$ cat config.mk
export PLATFORM = sky130hd
export DESIGN_NAME = rs232_sdram_loader_flat
export DESIGN_NICKNAME = d
export VERILOG_FILES = /design/src/rtl/rs232_sdram_loader_if.sv /design/src/rtl/rs232_sdram_loader.sv /design/src/flat_wrapper.sv
export SDC_FILE = /design/constraint.sdc
export NUM_CORES = 1
export LEC_CHECK = 0
export CAP_MARGIN = 20
export CORE_ASPECT_RATIO = 0.8
export CORE_MARGIN = 2
export CORE_UTILIZATION = 30
export CTS_CLUSTER_SIZE = 20
export DETAILED_ROUTE_END_ITERATION = 8
export GPL_ROUTABILITY_DRIVEN = 0
export PLACE_DENSITY = 0.65
export SLEW_MARGIN = 20
export SYNTH_ARGS = -nofsm -noshare
export SYNTH_HDL_FRONTEND = slang
export SYNTH_SLANG_ARGS = --single-unit
$ cat constraint.sdc
create_clock -name clk_clk -period 4.35 [get_ports clk_clk]
set_input_delay 0.87 -clock clk_clk [delete_from_list [all_inputs] [get_ports clk_clk]]
set_output_delay 0.87 -clock clk_clk [all_outputs]
set_load 0.01 [all_outputs]
$ cat src/rtl/rs232_sdram_loader_if.sv
// Bus bundle between the RS-232 SDRAM loader (master) and the UART / SDRAM
// Avalon-MM slaves it talks to.
interface rs232_sdram_loader_if #(
    parameter int ADDR_W = 23
);
    logic [2:0]        o_uart_address;
    logic              o_uart_begintransfer;
    logic              o_uart_chipselect;
    logic              o_uart_read_n;
    logic              o_uart_write_n;
    logic [15:0]       o_uart_writedata;
    logic [15:0]       i_uart_readdata;
    logic              i_uart_dataavailable;

    logic [ADDR_W-1:0] o_sdram_address;
    logic [3:0]        o_sdram_byteenable_n;
    logic              o_sdram_chipselect;
    logic [31:0]       o_sdram_writedata;
    logic              o_sdram_read_n;
    logic              o_sdram_write_n;
    logic              i_sdram_waitrequest;

    modport master (
        output o_uart_address, o_uart_begintransfer, o_uart_chipselect,
               o_uart_read_n, o_uart_write_n, o_uart_writedata,
               o_sdram_address, o_sdram_byteenable_n, o_sdram_chipselect,
               o_sdram_writedata, o_sdram_read_n, o_sdram_write_n,
        input  i_uart_readdata, i_uart_dataavailable, i_sdram_waitrequest
    );

    modport slave (
        input  o_uart_address, o_uart_begintransfer, o_uart_chipselect,
               o_uart_read_n, o_uart_write_n, o_uart_writedata,
               o_sdram_address, o_sdram_byteenable_n, o_sdram_chipselect,
               o_sdram_writedata, o_sdram_read_n, o_sdram_write_n,
        output i_uart_readdata, i_uart_dataavailable, i_sdram_waitrequest
    );
endinterface

$ cat src/rtl/rs232_sdram_loader.sv
// Drains received UART bytes, packs them little-endian into 32-bit words and
// writes the words to consecutive SDRAM word addresses.
module rs232_sdram_loader #(
    parameter int ADDR_W      = 23,
    parameter int UART_RD_CYC = 2
) (
    input  logic              clk_clk,
    input  logic              reset_reset_n,
    input  logic              i_start,
    input  logic              i_abort,
    input  logic [ADDR_W-1:0] i_base_addr,
    input  logic [ADDR_W-1:0] i_num_words,
    output logic              o_busy,
    output logic              o_done,
    output logic [ADDR_W-1:0] o_words_written,
    rs232_sdram_loader_if.master bus
);
    typedef enum logic [2:0] {IDLE, WAIT_RX, RD_RX, WR_SD, DONE} state_t;

    localparam logic [2:0] RD_LAST = 3'(UART_RD_CYC - 1);

    state_t            state_q, state_d;
    logic [ADDR_W-1:0] base_q, base_d;
    logic [ADDR_W-1:0] num_q, num_d;
    logic [ADDR_W-1:0] cnt_q, cnt_d;
    logic [ADDR_W-1:0] cnt_inc;
    logic [1:0]        byte_idx_q, byte_idx_d;
    logic [2:0]        rd_cnt_q, rd_cnt_d;
    logic [31:0]       word_q, word_d;
    logic [7:0]        unused_readdata_hi;

    assign unused_readdata_hi = bus.i_uart_readdata[15:8];
    assign cnt_inc            = cnt_q + ADDR_W'(1);
    assign o_words_written    = cnt_q;

    always_ff @(posedge clk_clk) begin
        if (!reset_reset_n) begin
            state_q    <= IDLE;
            base_q     <= '0;
            num_q      <= '0;
            cnt_q      <= '0;
            byte_idx_q <= '0;
            rd_cnt_q   <= '0;
            word_q     <= '0;
        end else begin
            state_q    <= state_d;
            base_q     <= base_d;
            num_q      <= num_d;
            cnt_q      <= cnt_d;
            byte_idx_q <= byte_idx_d;
            rd_cnt_q   <= rd_cnt_d;
            word_q     <= word_d;
        end
    end

    always_comb begin
        state_d    = state_q;
        base_d     = base_q;
        num_d      = num_q;
        cnt_d      = cnt_q;
        byte_idx_d = byte_idx_q;
        rd_cnt_d   = rd_cnt_q;
        word_d     = word_q;
        case (state_q)
            IDLE, DONE: begin
                if (i_start) begin
                    base_d     = i_base_addr;
                    num_d      = i_num_words;
                    cnt_d      = '0;
                    byte_idx_d = '0;
                    rd_cnt_d   = '0;
                    word_d     = '0;
                    state_d    = (i_num_words == '0) ? DONE : WAIT_RX;
                end
            end
            WAIT_RX: begin
                if (bus.i_uart_dataavailable) state_d = RD_RX;
            end
            RD_RX: begin
                // readdata is only trusted in the final cycle of the held read
                if (rd_cnt_q == RD_LAST) begin
                    rd_cnt_d = '0;
                    word_d[{byte_idx_q, 3'b000} +: 8] = bus.i_uart_readdata[7:0];
                    if (byte_idx_q == 2'd3) begin
                        state_d = WR_SD;
                    end else begin
                        byte_idx_d = byte_idx_q + 2'd1;
                        state_d    = WAIT_RX;
                    end
                end else begin
                    rd_cnt_d = rd_cnt_q + 3'd1;
                end
            end
            WR_SD: begin
                if (!bus.i_sdram_waitrequest) begin
                    cnt_d      = cnt_inc;
                    byte_idx_d = '0;
                    state_d    = (cnt_inc == num_q) ? DONE : WAIT_RX;
                end
            end
            default: state_d = IDLE;
        endcase
        // abort wins over every transition; a partially packed word is dropped
        if (i_abort) begin
            state_d  = IDLE;
            rd_cnt_d = '0;
        end
    end

    always_comb begin
        o_busy                   = (state_q != IDLE) && (state_q != DONE);
        o_done                   = (state_q == DONE);
        bus.o_uart_address       = 3'd0;
        bus.o_uart_chipselect    = (state_q == RD_RX);
        bus.o_uart_read_n        = (state_q != RD_RX);
        bus.o_uart_begintransfer = (state_q == RD_RX) && (rd_cnt_q == 3'd0);
        bus.o_uart_write_n       = 1'b1;
        bus.o_uart_writedata     = 16'd0;
        bus.o_sdram_address      = base_q + cnt_q;
        bus.o_sdram_byteenable_n = 4'b0000;
        bus.o_sdram_chipselect   = (state_q == WR_SD);
        bus.o_sdram_writedata    = word_q;
        bus.o_sdram_read_n       = 1'b1;
        bus.o_sdram_write_n      = (state_q != WR_SD);
    end
endmodule

$ cat src/flat_wrapper.sv
// flat-port wrapper written by rule: the top's interface ports become plain ports
module rs232_sdram_loader_flat 
#(
    parameter int ADDR_W      = 23,
    parameter int UART_RD_CYC = 2
)
  (clk_clk, reset_reset_n, i_start, i_abort, i_base_addr, i_num_words, o_busy, o_done, o_words_written, bus_o_uart_address, bus_o_uart_begintransfer, bus_o_uart_chipselect, bus_o_uart_read_n, bus_o_uart_write_n, bus_o_uart_writedata, bus_o_sdram_address, bus_o_sdram_byteenable_n, bus_o_sdram_chipselect, bus_o_sdram_writedata, bus_o_sdram_read_n, bus_o_sdram_write_n, bus_i_uart_readdata, bus_i_uart_dataavailable, bus_i_sdram_waitrequest);
  rs232_sdram_loader_if #(.ADDR_W(ADDR_W)) bus_i ();
  input  logic clk_clk;
  input  logic reset_reset_n;
  input  logic i_start;
  input  logic i_abort;
  input  logic [ADDR_W-1:0] i_base_addr;
  input  logic [ADDR_W-1:0] i_num_words;
  output logic o_busy;
  output logic o_done;
  output logic [ADDR_W-1:0] o_words_written;
  output wire logic [$bits(bus_i.o_uart_address)-1:0] bus_o_uart_address;
  output wire logic [$bits(bus_i.o_uart_begintransfer)-1:0] bus_o_uart_begintransfer;
  output wire logic [$bits(bus_i.o_uart_chipselect)-1:0] bus_o_uart_chipselect;
  output wire logic [$bits(bus_i.o_uart_read_n)-1:0] bus_o_uart_read_n;
  output wire logic [$bits(bus_i.o_uart_write_n)-1:0] bus_o_uart_write_n;
  output wire logic [$bits(bus_i.o_uart_writedata)-1:0] bus_o_uart_writedata;
  output wire logic [$bits(bus_i.o_sdram_address)-1:0] bus_o_sdram_address;
  output wire logic [$bits(bus_i.o_sdram_byteenable_n)-1:0] bus_o_sdram_byteenable_n;
  output wire logic [$bits(bus_i.o_sdram_chipselect)-1:0] bus_o_sdram_chipselect;
  output wire logic [$bits(bus_i.o_sdram_writedata)-1:0] bus_o_sdram_writedata;
  output wire logic [$bits(bus_i.o_sdram_read_n)-1:0] bus_o_sdram_read_n;
  output wire logic [$bits(bus_i.o_sdram_write_n)-1:0] bus_o_sdram_write_n;
  input wire logic [$bits(bus_i.i_uart_readdata)-1:0] bus_i_uart_readdata;
  input wire logic [$bits(bus_i.i_uart_dataavailable)-1:0] bus_i_uart_dataavailable;
  input wire logic [$bits(bus_i.i_sdram_waitrequest)-1:0] bus_i_sdram_waitrequest;
  assign bus_o_uart_address = bus_i.o_uart_address;
  assign bus_o_uart_begintransfer = bus_i.o_uart_begintransfer;
  assign bus_o_uart_chipselect = bus_i.o_uart_chipselect;
  assign bus_o_uart_read_n = bus_i.o_uart_read_n;
  assign bus_o_uart_write_n = bus_i.o_uart_write_n;
  assign bus_o_uart_writedata = bus_i.o_uart_writedata;
  assign bus_o_sdram_address = bus_i.o_sdram_address;
  assign bus_o_sdram_byteenable_n = bus_i.o_sdram_byteenable_n;
  assign bus_o_sdram_chipselect = bus_i.o_sdram_chipselect;
  assign bus_o_sdram_writedata = bus_i.o_sdram_writedata;
  assign bus_o_sdram_read_n = bus_i.o_sdram_read_n;
  assign bus_o_sdram_write_n = bus_i.o_sdram_write_n;
  assign bus_i.i_uart_readdata = bus_i_uart_readdata;
  assign bus_i.i_uart_dataavailable = bus_i_uart_dataavailable;
  assign bus_i.i_sdram_waitrequest = bus_i_sdram_waitrequest;
  rs232_sdram_loader #(.ADDR_W(ADDR_W), .UART_RD_CYC(UART_RD_CYC)) u_core (.clk_clk(clk_clk), .reset_reset_n(reset_reset_n), .i_start(i_start), .i_abort(i_abort), .i_base_addr(i_base_addr), .i_num_words(i_num_words), .o_busy(o_busy), .o_done(o_done), .o_words_written(o_words_written), .bus(bus_i));
endmodule
==> results <==
- For the pin with the worst max-slew slack, the measured transition is roughly 0.9 ns.
- The antenna cell count is 0.
- The x dimension of the die is 170 µm.
- The prevailing post-synth register cell is sky130_fd_sc_hd__dfxtp_1.
- The average via count per standard cell is approximately 5.0.
- The sequential element share of the synthesized area is between 30% and 40%.
- Entering global routing, the biggest net connects between 60 and 70 pins.
- For this configuration, the core starts out at a cell density of between 30% and 40%.
- The longest clock path from root to sink contains 2 buffers.
- Summed over all layers, the routed wires come to approximately 20000 µm.
- After the last flow step, the layout net total stands at about 1100.
- The via count is approximately 6300.
- The maximum fanout count along the critical path is 5.
- The startpoint type of the worst setup path is a register.
- The share of total power dissipated in sequential elements is 45.9%.
- The library cells used most frequently in the layout, excluding fill and tap cells, are 162 x sky130_fd_sc_hd__nand2_1, 137 x sky130_fd_sc_hd__clkdlybuf4s50_1, 108 x sky130_fd_sc_hd__dfxtp_1.
- The mapped netlist covers about 0.0066 mm².
- Internal power comes to around 0.0017 W.
- The overall die area is between 0.02 and 0.025 mm².
- Clock-pin slew was measured on the worst setup and hold paths at approximately 0.070 ns.
- Dividing the final minimum period by the clock period gives around 96%.
- After detailed routing, the average wire length per cell comes to 15.4 µm.
- The buffers plus inverters on the worst setup path is 5.
- The post-synthesis cell type with the largest combined area is sky130_fd_sc_hd__dfxtp_1.
- During I/O placement, the number of pins put on the boundary was between 150 and 200.
- The overall fraction of global-route tracks in use is ~17%.
- The number of distinct library cells after synthesis is 63.
- In the final routing, the length of wire on met1 measures roughly 9700 µm.
- In this run, the combinational gates consume 14.0% of the power.
- The first global-routing pass estimated 30400 µm of wire.
- At the worst endpoint, the required time is roughly 3.5 ns.
- The fraction of layout instances using a drive strength above 1 is under 10%.
- The library cell used most frequently in the layout, excluding fill and tap cells, is sky130_fd_sc_hd__nand2_1.
- The cell row count is between 40 and 50.
- For this run, asynchronously set or reset flops after synthesis account for 0%.
- The CTS tree is done.
- The post-synthesis instance total is ~850.
- Compared with the post-synthesis result, the final layout area differs by 32.2%.
- The number of antenna violations at the first check in global routing is 0.
- The insertion delay to the later sink of the worst-skew pair is about 0.36 ns.
- The switching power summed over all nets is approximately 0.0006 W.
- With fillers left out, the area of the finished cells amounts to between 0.008 and 0.009 mm².
- The max-slew violation count is 0.
- The clock period minus worst slack is between 4 and 5 ns.
- The kind of cell with the highest combined delay along the critical path is buffers and inverters.
- The critical path class is register to output port.
- The vertical die dimension is 137 µm.
- The core region area is 0.0216 mm².
- The clock buffer count from CTS is 9.
- The detailed-route DRC error count is 0.
- The number of clock sinks is roughly 110.
- Traced cell by cell, the critical path runs through buf_4 -> inv_1 -> fa_1 -> nor2b_1 -> o31a_1 -> o211ai_1 -> buf_4 -> o21ai_2 -> buf_4 -> and2_1 -> xor2_1 -> clkdlybuf4s50_1.
- For this run, the slowest stage of the critical path takes about 0.58 ns.
- A synthesized cell averages between 7 and 8 µm².
- The quantity of I/O buffers inserted on ports is 144.
- Routed signal wires occupy layers up through met4.
- Wire segments on met3 add up to between 1000 and 1500 µm in the final route.
- Summed over all nets, the half-perimeter wirelength after detailed placement is roughly 14000 µm.
- The synthesized design contains 0 enable-type register cells.
- The setup slack of the most critical reg-to-reg path is 1.48 ns.
- Once detail routing completed, the nets flagged for antenna violations numbered 0.
- In this run, the clock network consumes 40.1% of the power.
- The flow ran to the end, and the final reports show no timing, DRC or antenna violations.
- Yosys printed 0 warnings.
- The leftover overflow at the end of global routing is 0.
- The proportion of total power due to net switching is between 20% and 30%.
- Leaving out filler cells and counting taps, the final layout contains between 1000 and 1500.
- The synthesized design contains 109 register bits.
- The number of placed cells counting well taps is around 1300.
- The number of buffers inserted by hold repair at cts is 0.
- The headroom to the max-slew limit is 38.7%.
- Among all stages on the critical path, the largest delay is contributed by sky130_fd_sc_hd__clkdlybuf4s50_1.
- The most numerous cell type found on the critical path is sky130_fd_sc_hd__buf_4.
- The top achievable clock speed is roughly 0.24 GHz.
- The final hold violation count is 0.
- The number of global-route vias before repair is ~5700.
- In the final timing run, aggregate negative setup slack is 0 ns.
- Setup violations remaining at the end of the flow were counted as 0.
- The fraction of synthesized cell area taken by the top area cell type is roughly 33%.
- The worst setup skew after layout is 0.0109 ns.
- Detailed routing placed a total of about 8500 µm of wire on met2.
- The post-detailed-placement cell area is about 0.0083 mm².
- The leakage dissipation is approximately 3.4 nW.
- STA classifies the critical path endpoint as an output port.
- The first detailed-routing pass ran for 5 iterations.
- CTS placed an instance of sky130_fd_sc_hd__clkbuf_16 at the clock tree root.
- Across the run, the number of max-cap violations was 0.
- In this run the worst hold path is classified as register to register.
- In this run the power density over the cells is 262 mW/mm².
- The initial DRC count is ~460.
- The signal arrival time at the worst endpoint is ~3.3 ns.
- In the post-synthesis netlist, the biggest area contributors are sky130_fd_sc_hd__dfxtp_1 33%, sky130_fd_sc_hd__a21boi_0 9.4%, sky130_fd_sc_hd__nand2_1 9.2%.
- The total number of H-tree levels is 3.
- Across the VDD grid, the largest voltage drop is ~0.16 mV.
==> sequential cells by signal (all words and copies together) (netlist names) <==
register,flops
u_core.rd_cnt_q,3
u_core.state_q,3
u_core.bus.o_sdram_writedata,32
u_core.o_words_written,23
u_core.byte_idx_q,2
u_core.base_q,23
u_core.num_q,23
==> cell usage after synthesis (all sizes together), types with 4 or more instances <==
cell type,number
a21boi,83
a21o,9
a21oi,43
a22oi,7
a31oi,4
and2,13
and3,6
buf,32
clkbuf,31
dfxtp,109
ha,29
inv,17
nand2,162
nand2b,9
nand3,44
nand4,8
nor2,50
nor2b,15
nor3,16
nor4,12
o2111ai,4
o211ai,5
o21a,6
o21ai,39
or3,5
xnor2,36
xor2,13
==> layer usage <==
layer,GRT usage [%],up-vias
met1,23.6,2935
met5,0,-
li1,-,3198
met4,3.61,0
met3,4.25,16
met2,25.4,158
==> power by group through the flow <==
stage / combinational, W / clock [W] / sequential, W
final: 0.000319 / 0.000916 / 0.00105
after global placement: 0.000316 / 0 / 0.00107
after global routing: 0.000353 / 0.000974 / 0.00105
after CTS: 0.000320 / 0.000942 / 0.00105
after floorplan: 0.000195 / 0 / 0.00106
after detailed placement: 0.000318 / 0 / 0.00107
==> logic make-up (layout without fill, tap and decap cells) <==
group / after synthesis / after routing / synth area share (%)
and+or+nand+nor: 353 / 353 / 25.4
AOI/OAI and AO/OA: 223 / 223 / 22.7
DFF: 109 / 109 / 33.1
buffers and inverters: 80 / 205 / 6.05
xor gates and xnor gates: 49 / 49 / 6.50
adders and majority gates: 31 / 31 / 5.95
other: 2 / 25 / 0.114
muxes: 1 / 1 / 0.171
==> worst reg2reg max path: cells and delay by family, from the launching register on <==
kind	cells	cell delay [ns]
AOI/OAI and AO/OA	3	0.63
xor gates and xnor gates	1	0.19
adders and majority gates	1	0.25
buffers and inverters	1	0.17
DFF	1	0.34
and+or+nand+nor	4	1.20
==> timing repair <==
| action | 4_1_cts | 5_1_grt |
|---|---|---|
| resized for setup | 4 | 14 |
| cloned | 0 | 0 |
| pin swaps | 3 | 5 |
| buffers inserted | 0 | 3 |
| endpoints found under the setup margin | 6 | 9 |
==> metrics by stage <==
| stage | worst slack, ns | util (%) | total power [W] | hold slack [ns] |
|---|---|---|---|---|
| global placement | 0.215 | 38.6 | 0.00139 | 0.450 |
| detailed placement | 0.240 | 38.6 | 0.00139 | 0.457 |
| finish | 0.180 | 40.5 | 0.00228 | 0.464 |
| CTS | 0.000772 | 40.2 | 0.00231 | 0.467 |
| floorplan | 0.914 | - | 0.00126 | 0.447 |
| global route | -0.00850 | 40.5 | 0.00238 | 0.485 |
==> layout make-up <==
class,instances,area [µm²]
Fill cell,2195,12800
Multi-Input combinational cell,682,4150
Sequential cell,109,2180
Timing Repair Buffer,172,1660
Tap cell,275,344
Clock buffer,10,229
Clock inverter,6,95.1
Inverter,17,63.8
==> final timing paths <==
check                                                 from                                            end  cells past startpoint
max                 u_core.o_words_written[1]$_SDFFE_PN0P_                        bus_o_sdram_address[16]                     12
min          u_core.bus.o_sdram_writedata[23]$_SDFFE_PN0P_  u_core.bus.o_sdram_writedata[23]$_SDFFE_PN0P_                      2
max reg2reg         u_core.o_words_written[0]$_SDFFE_PN0P_                 u_core.state_q[0]$_SDFFE_PP0P_                     10
min reg2reg  u_core.bus.o_sdram_writedata[23]$_SDFFE_PN0P_  u_core.bus.o_sdram_writedata[23]$_SDFFE_PN0P_                      2
No activity file was read; power rests on OpenSTA's default activity.
